$ cat src/rtl/bmi_stats.sv
// bmi_stats: classifies 8-bit integer BMI samples into four health bands and
// keeps session statistics.
//
// A sample is accepted on the bmi_valid/bmi_ready handshake. It is classified
// in the following cycle, and the result is then held on cls_valid/cls_ready
// until the consumer takes it.
//
// Ports:
//   clk        rising-edge clock
//   nrst       synchronous active-low reset
//   bmi_valid  upstream has a sample
//   bmi_in     unsigned BMI value (0 = upstream invalid)
//   bmi_ready  block can accept a sample (driven only by the FSM state)
//   cls_valid  class result available
//   cls_code   band 0..3
//   cls_err    sample was 0; cls_code forced to 0
//   cls_ready  downstream takes the result
//   clear      synchronous clear of all statistics
//   cnt_sel    selects the band counter shown on cnt_out
//   cnt_out    selected band count (combinational mux of registers)
//   total_out  count of all non-error samples
//   min_bmi    smallest non-error BMI seen (8'hFF when none)
//   max_bmi    largest non-error BMI seen (8'h00 when none)
module bmi_stats #(
  parameter int unsigned TH_UNDER  = 18,
  parameter int unsigned TH_NORMAL = 25,
  parameter int unsigned TH_OVER   = 30,
  parameter int unsigned CNT_W     = 8
) (
  input  logic             clk,
  input  logic             nrst,
  input  logic             bmi_valid,
  input  logic [7:0]       bmi_in,
  output logic             bmi_ready,
  output logic             cls_valid,
  output logic [1:0]       cls_code,
  output logic             cls_err,
  input  logic             cls_ready,
  input  logic             clear,
  input  logic [1:0]       cnt_sel,
  output logic [CNT_W-1:0] cnt_out,
  output logic [CNT_W-1:0] total_out,
  output logic [7:0]       min_bmi,
  output logic [7:0]       max_bmi
);

  localparam logic [7:0]       TH_U8   = 8'(TH_UNDER);
  localparam logic [7:0]       TH_N8   = 8'(TH_NORMAL);
  localparam logic [7:0]       TH_O8   = 8'(TH_OVER);
  localparam logic [CNT_W-1:0] CNT_MAX = '1;

  typedef enum logic [1:0] {
    IDLE     = 2'd0,
    CLASSIFY = 2'd1,
    PRESENT  = 2'd2
  } state_t;

  state_t           state;
  logic [7:0]       bmi_q;
  logic [1:0]       band_c;
  logic             zero_c;
  logic [CNT_W-1:0] band_cnt [4];

  // Band lookup for the captured sample; thresholds are inclusive on the lower edge.
  always_comb begin
    band_c = 2'd3;
    if (bmi_q < TH_U8) begin
      band_c = 2'd0;
    end else if (bmi_q < TH_N8) begin
      band_c = 2'd1;
    end else if (bmi_q < TH_O8) begin
      band_c = 2'd2;
    end
  end

  assign zero_c = (bmi_q == 8'd0);

  // Handshake FSM with registered outputs.
  always_ff @(posedge clk) begin
    if (!nrst) begin
      state     <= IDLE;
      bmi_q     <= 8'd0;
      bmi_ready <= 1'b1;
      cls_valid <= 1'b0;
      cls_code  <= 2'd0;
      cls_err   <= 1'b0;
    end else begin
      case (state)
        IDLE: begin
          if (bmi_valid) begin
            bmi_q     <= bmi_in;
            bmi_ready <= 1'b0;
            state     <= CLASSIFY;
          end
        end
        CLASSIFY: begin
          cls_code  <= zero_c ? 2'd0 : band_c;
          cls_err   <= zero_c;
          cls_valid <= 1'b1;
          state     <= PRESENT;
        end
        PRESENT: begin
          if (cls_ready) begin
            cls_valid <= 1'b0;
            bmi_ready <= 1'b1;
            state     <= IDLE;
          end
        end
        default: begin
          cls_valid <= 1'b0;
          bmi_ready <= 1'b1;
          state     <= IDLE;
        end
      endcase
    end
  end

  // Statistics; clear beats a coincident classification update.
  always_ff @(posedge clk) begin
    if (!nrst || clear) begin
      for (int i = 0; i < 4; i++) begin
        band_cnt[i] <= '0;
      end
      total_out <= '0;
      min_bmi   <= 8'hFF;
      max_bmi   <= 8'h00;
    end else if (state == CLASSIFY && !zero_c) begin
      if (band_cnt[band_c] != CNT_MAX) begin
        band_cnt[band_c] <= band_cnt[band_c] + CNT_W'(1);
      end
      if (total_out != CNT_MAX) begin
        total_out <= total_out + CNT_W'(1);
      end
      if (bmi_q < min_bmi) begin
        min_bmi <= bmi_q;
      end
      if (bmi_q > max_bmi) begin
        max_bmi <= bmi_q;
      end
    end
  end

  assign cnt_out = band_cnt[cnt_sel];

endmodule
$ cat config.mk
export PLATFORM = sky130hd
export DESIGN_NAME = bmi_stats
export DESIGN_NICKNAME = d
export VERILOG_FILES = /design/src/rtl/bmi_stats.sv
export SDC_FILE = /design/constraint.sdc
export NUM_CORES = 1
export LEC_CHECK = 0
export BUFFER_PORTS_ARGS = -buffer_cell sky130_fd_sc_hd__buf_4
export CAP_MARGIN = 20
export CORE_UTILIZATION = 64
export CTS_BUF_LIST = sky130_fd_sc_hd__clkbuf_2
export DETAILED_ROUTE_END_ITERATION = 7
export PLACE_DENSITY = 0.92
export SLEW_MARGIN = 40
export SYNTH_ARGS = -nofsm -noshare
export SYNTH_HDL_FRONTEND = slang
export SYNTH_SLANG_ARGS = --single-unit
$ cat constraint.sdc
create_clock -name clk -period 7.3 [get_ports clk]
set_input_delay 0.365 -clock clk [delete_from_list [all_inputs] [get_ports clk]]
set_output_delay 0.365 -clock clk [all_outputs]
set_load 0.01 [all_outputs]
Word-level counts from Yosys, hierarchy flattened --
Memory sizes are Yosys's and may differ from the RTL's. Cells that the tools add are included.
Word-level totals: bits in registers 39, memory bits (writable) 32, memories kept 1
Cells by class: add/subtract/negate cells 2, magnitude comparators 5, equal/unequal tests 6, mux-type cells 21, bitwise gates (word level) 2, reduce and logical (&&, ||, !) cells 14
Memories:
- band_cnt | depth 4, bits a word 8, rd ports 2, clocked after memory_dff 0, wr ports 4, RTL line 62 | logic [CNT_W-1:0] band_cnt [4];
Operator list (count):
- < comparator 8 x 5 -> 1 bit, second input constant | 3
- adder 8 x 1 -> 8 bit, second input constant | 2
- inequality test 8 bit, second input constant | 2
- 2-to-1 mux 2 bit | 6
- AND reduction 2 bit | 6
- 2-to-1 mux 1 bit | 11
- greater-than comparator 8 bit | 1
- zero test 8 bit | 1
- < comparator 8 bit | 1
- 2-to-1 mux 8 bit | 1
- OR reduction 8 bit | 1
- one-hot mux 1 bit (3 select lines) | 2
- one-hot mux 2 bit (3 select lines) | 1
- inequality test 2 bit, second input constant | 2
- AND reduction 3 bit | 1
- == test 2 x 1 -> 1 bit, second input constant | 1
- == test 2 bit, second input constant | 1
- zero test 1 bit | 2
- zero test 2 bit | 1
- inverter 1 bit | 2
- logical AND 1 bit | 1
- logical OR 1 bit | 1

Depth between registers and ports, before layout --
An unclocked memory read counts as a cell.
word-level depth 12, depth in mapped cells 12, depth with buffers taken out 9

Worst setup path before layout --
No wires, ideal clock.
path type reg2reg, start register bmi_q[1], end memory band_cnt[0][0], enable pin, arrival time 2.852 ns, slack 4.064 ns, cell stages (with the launch flop) 9, path buffers 2, clock period less this slack 3.236 ns, cell sequence dfxtp_1 -> buf_6 -> o31a_1 -> buf_6 -> mux2_4 -> a222oi_1 -> nor3_2 -> a31o_2 -> o21ai_0
RTL lines:
- from (decl) | RTL line 59 | logic [7:0] bmi_q;
- from (signal assigned) | RTL line 91 | bmi_q <= bmi_in;
- to (decl) | RTL line 62

==> results.json <==
{
  "initial_core_util_pct": 67.6,
  "worst_hold_path_type": "in -> reg",
  "rrSetupSlack_ns": 3.60,
  "worstPathCellList": "o31a_1 -> mux2_4 -> a222oi_1 -> clkbuf_2 -> nor4_1 -> and4_1 -> a311oi_1 -> nor3_1",
  "synth.top_cells.by_area": "sky130_fd_sc_hd__edfxtp_1, sky130_fd_sc_hd__dfxtp_1, sky130_fd_sc_hd__ha_1",
  "post_route_cells_drive_above_1_share_pct": 20.4,
  "grt_antenna_before_repair": 0,
  "seq_area_frac_synth_pct": 45.9,
  "timing.setup.critical_path_class": "reg -> reg",
  "grt_pass1_vias": 2889,
  "ios": 52,
  "worst-path-max-fanout": 16,
  "end_of_the_worst_register_to_register_path": "band_cnt[0][7]$_SDFFCE_PN0P_",
  "rsz0062_at_grt": "false",
  "h-tree-depth": 3,
  "worst_r2r_path_depth": 8,
  "gp_routability_congestion": 1.06,
  "synth.avg_cell_area_um2": 10.1,
  "die-height_um": 79.0,
  "cp_data_arrival_time_ns": 3.94,
  "drt_first_pass_iters": 5,
  "cts_hold_buffers": 0,
  "synth-main-ff-cell": "sky130_fd_sc_hd__dfxtp_1",
  "cap_violations": 0,
  "synth-edff-count": 32,
  "drt-initial-drc-count": 400,
  "synth_warnings": 0,
  "timing.fmax_mhz": 271,
  "crit_family": "compound AO/OA/AOI/OAI gates",
  "netlist.top_cell.by_area": "sky130_fd_sc_hd__edfxtp_1",
  "drt-vias-per-instance": 6.48,
  "numCtsBuffers": 9,
  "worst_setup_hold_path_clk_slew_ns": 0.21,
  "global_route.usage.total_pct": 30.9,
  "tritoncts_num_sinks": 71,
  "die_width_um": 79.0,
  "grt-ovfl-total": 0,
  "cts_resized": 0,
  "cpMaxStageDelayCell": "sky130_fd_sc_hd__dfxtp_1",
  "start_kind": "flip-flop",
  "hpwl_mm": 6.81,
  "floorplan.rows": 27,
  "wirelength_mm": 9.10,
  "critical_path_required_ns": 7.54,
  "timing.max_slew.rel_slack_pct": 44.6,
  "post_synth_inst_count": 374,
  "clk_path_buf_depth": 2,
  "detail_route.wl_per_cell_um": 18.3,
  "syn-cell-area_um2": 3790,
  "ant_nets": 0,
  "syn_nets": 406,
  "final-hold-violation-count": 0,
  "floorplan.die_area_um2": 6240,
  "drv_slew": 0,
  "area_growth_syn_to_layout_pct": 14.3,
  "buffer_ports.inserted": 51,
  "path_buf_inv": 1,
  "postSynth.asyncResetShare_pct": 0,
  "finalSetupViolations": 0,
  "nets": 453,
  "run_status": "complete, no violations",
  "detailroute.via_count": 3227,
  "power_density_nw_per_um2": 199,
  "number_of_register_bits_inferred_by_synthesis": 71,
  "largest_net_degree_at_the_start_of_global_routing": 18,
  "report.power.total_w": 0.000862,
  "min_to": "bmi_q[3]$_SDFFE_PN0P_",
  "hold_depth": 3,
  "wire_length_of_the_first_global_routing_pass_mm": 14.2,
  "yosys.area.top_type_share_pct": 25.3,
  "final_min_period_over_clock_period_pct": 50.6,
  "postCtsSetupRepairBufs": 0,
  "num_antenna_cells": 0,
  "clock_tree_from_tritoncts": "done",
  "worst_clock_skew_ns": 0.0285,
  "p_leak_nw": 1.82,
  "ir_worst_vdd_v": 0.000166,
  "worst_r2r_startpoint": "bmi_q[4]$_SDFFE_PN0P_",
  "yosysUniqueCellTypes": 52,
  "hold_start": "bmi_in[3]",
  "delay_of_the_slowest_cell_on_the_worst_path_ns": 0.72,
  "setup_tns_ns": 0,
  "drc": 0,
  "min_tclk_post_route_ns": 3.70,
  "placeableCoreArea_um2": 5610,
  "max_slew.worst_pin.slew_ns": 0.832,
  "root_buf_cell": "sky130_fd_sc_hd__clkbuf_2",
  "crit_path_end_kind": "flip-flop",
  "clock_latency_ns": 0.51
}
synth_stat cells, drive strengths merged (2+ instances only):
cell / instances
a21o: 7
a21oi: 6
a222oi: 5
a22oi: 2
a31o: 3
a31oi: 2
and2: 4
and3: 3
and4: 5
buf: 7
clkbuf: 10
dfxtp: 39
edfxtp: 32
ha: 17
inv: 21
mux2: 4
mux2i: 18
mux4: 8
nand2: 11
nand2b: 6
nand3: 25
nand4: 5
nor2: 52
nor2b: 13
nor3: 8
nor3b: 2
nor4: 3
o21a: 3
o21ai: 23
o311ai: 2
or2: 3
or3: 4
xnor2: 3
xor2: 7
logic make-up after synthesis:
| group | count (synthesis) | share of synthesized area [%] |
|---|---|---|
| buffers and inverters | 38 | 4.42 |
| AO/OA/AOI/OAI | 63 | 11.7 |
| multiplexers | 30 | 10.8 |
| AND/OR/NAND/NOR | 145 | 19.2 |
| adder cells (fa/ha/maj) | 17 | 5.61 |
| XOR/XNOR | 10 | 2.31 |
| flip-flops | 71 | 45.9 |
state kept, by name, indices dropped and copies added, names as in the netlist:
name	count
cls_valid	1
max_bmi	8
cls_code	2
cls_err	1
total_out	8
bmi_ready	1
min_bmi	8
band_cnt	32
bmi_q	8
state	2
layout make-up:
| cell class | instances | area [um2] |
|---|---|---|
| clock buffer | 10 | 50.0 |
| clock inverter | 6 | 85.1 |
| fill | 375 | 1270 |
| inverter | 21 | 78.8 |
| multi-input combinational | 265 | 1890 |
| sequential | 71 | 1740 |
| tap | 72 | 90.1 |
| timing repair buffer | 53 | 395 |
tightest hold or removal path: stages:
cell                      delay [ns]
sky130_fd_sc_hd__buf_4          0.08
sky130_fd_sc_hd__mux2i_1        0.06
sky130_fd_sc_hd__nor2b_1        0.09
report_power, final:
| part | leakage, nW | internal [W] | switching, W | total, W |
|---|---|---|---|---|
| sequential | 0.675 | 0.000434 | 0.0000226 | 0.000457 |
| clock | 0.0795 | 0.000114 | 0.000139 | 0.000253 |
| combinational | 1.07 | 0.0000632 | 0.0000892 | 0.000152 |
| total | 1.82 | 0.000611 | 0.000251 | 0.000862 |
cells in the final DEF (no fill, tap or decap), drive strengths merged, types with 11 or more instances in the layout:
| cell type | n |
|---|---|
| edfxtp | 32 |
| nand2 | 11 |
| buf | 52 |
| inv | 21 |
| ha | 17 |
| mux2i | 18 |
| clkbuf | 11 |
| dfxtp | 39 |
| nor2 | 52 |
| o21ai | 23 |
| nand3 | 25 |
| nor2b | 13 |
through the flow:
stage | setup slack [ns] | utilization, % | hold slack, ns | area (um2) | instances
after global routing | 3.46 | 77.3 | 0.0546 | 4330 | 498
after floorplan | 4.06 | - | 0.485 | 3790 | 374
final | 3.60 | 77.3 | 0.0983 | 4330 | 498
after global placement | 3.43 | 74.5 | 0.474 | 4180 | 480
after detailed placement | 3.76 | 74.8 | 0.495 | 4190 | 481
after CTS | 3.70 | 77.2 | 0.0688 | 4330 | 497
routing by layer:
layer	vias to the layer above	GRT usage, %	share of wire, %
met2	193	48.6	47
li1	1466	-	-
met5	-	0	0
met4	0	13.6	2.7
met3	32	7.24	10
met1	1536	40.6	40
worst max-delay path by stage:
stage                                   endpoint  slack, ns  cells past startpoint                  start
floorplan           band_cnt[0][0]$_SDFFCE_PN0P_       4.06                      8  bmi_q[1]$_SDFFE_PN0P_
global placement        band_cnt[3][1]$_DFFE_PP_       3.43                      8  bmi_q[5]$_SDFFE_PN0P_
detailed placement      band_cnt[3][6]$_DFFE_PP_       3.76                      9  bmi_q[2]$_SDFFE_PN0P_
CTS                     band_cnt[3][6]$_DFFE_PP_       3.70                      9  bmi_q[2]$_SDFFE_PN0P_
global route        band_cnt[0][7]$_SDFFCE_PN0P_       3.46                      8  bmi_q[4]$_SDFFE_PN0P_
finish              band_cnt[0][7]$_SDFFCE_PN0P_       3.60                      8  bmi_q[4]$_SDFFE_PN0P_
Power figures use the tool's default switching activity.
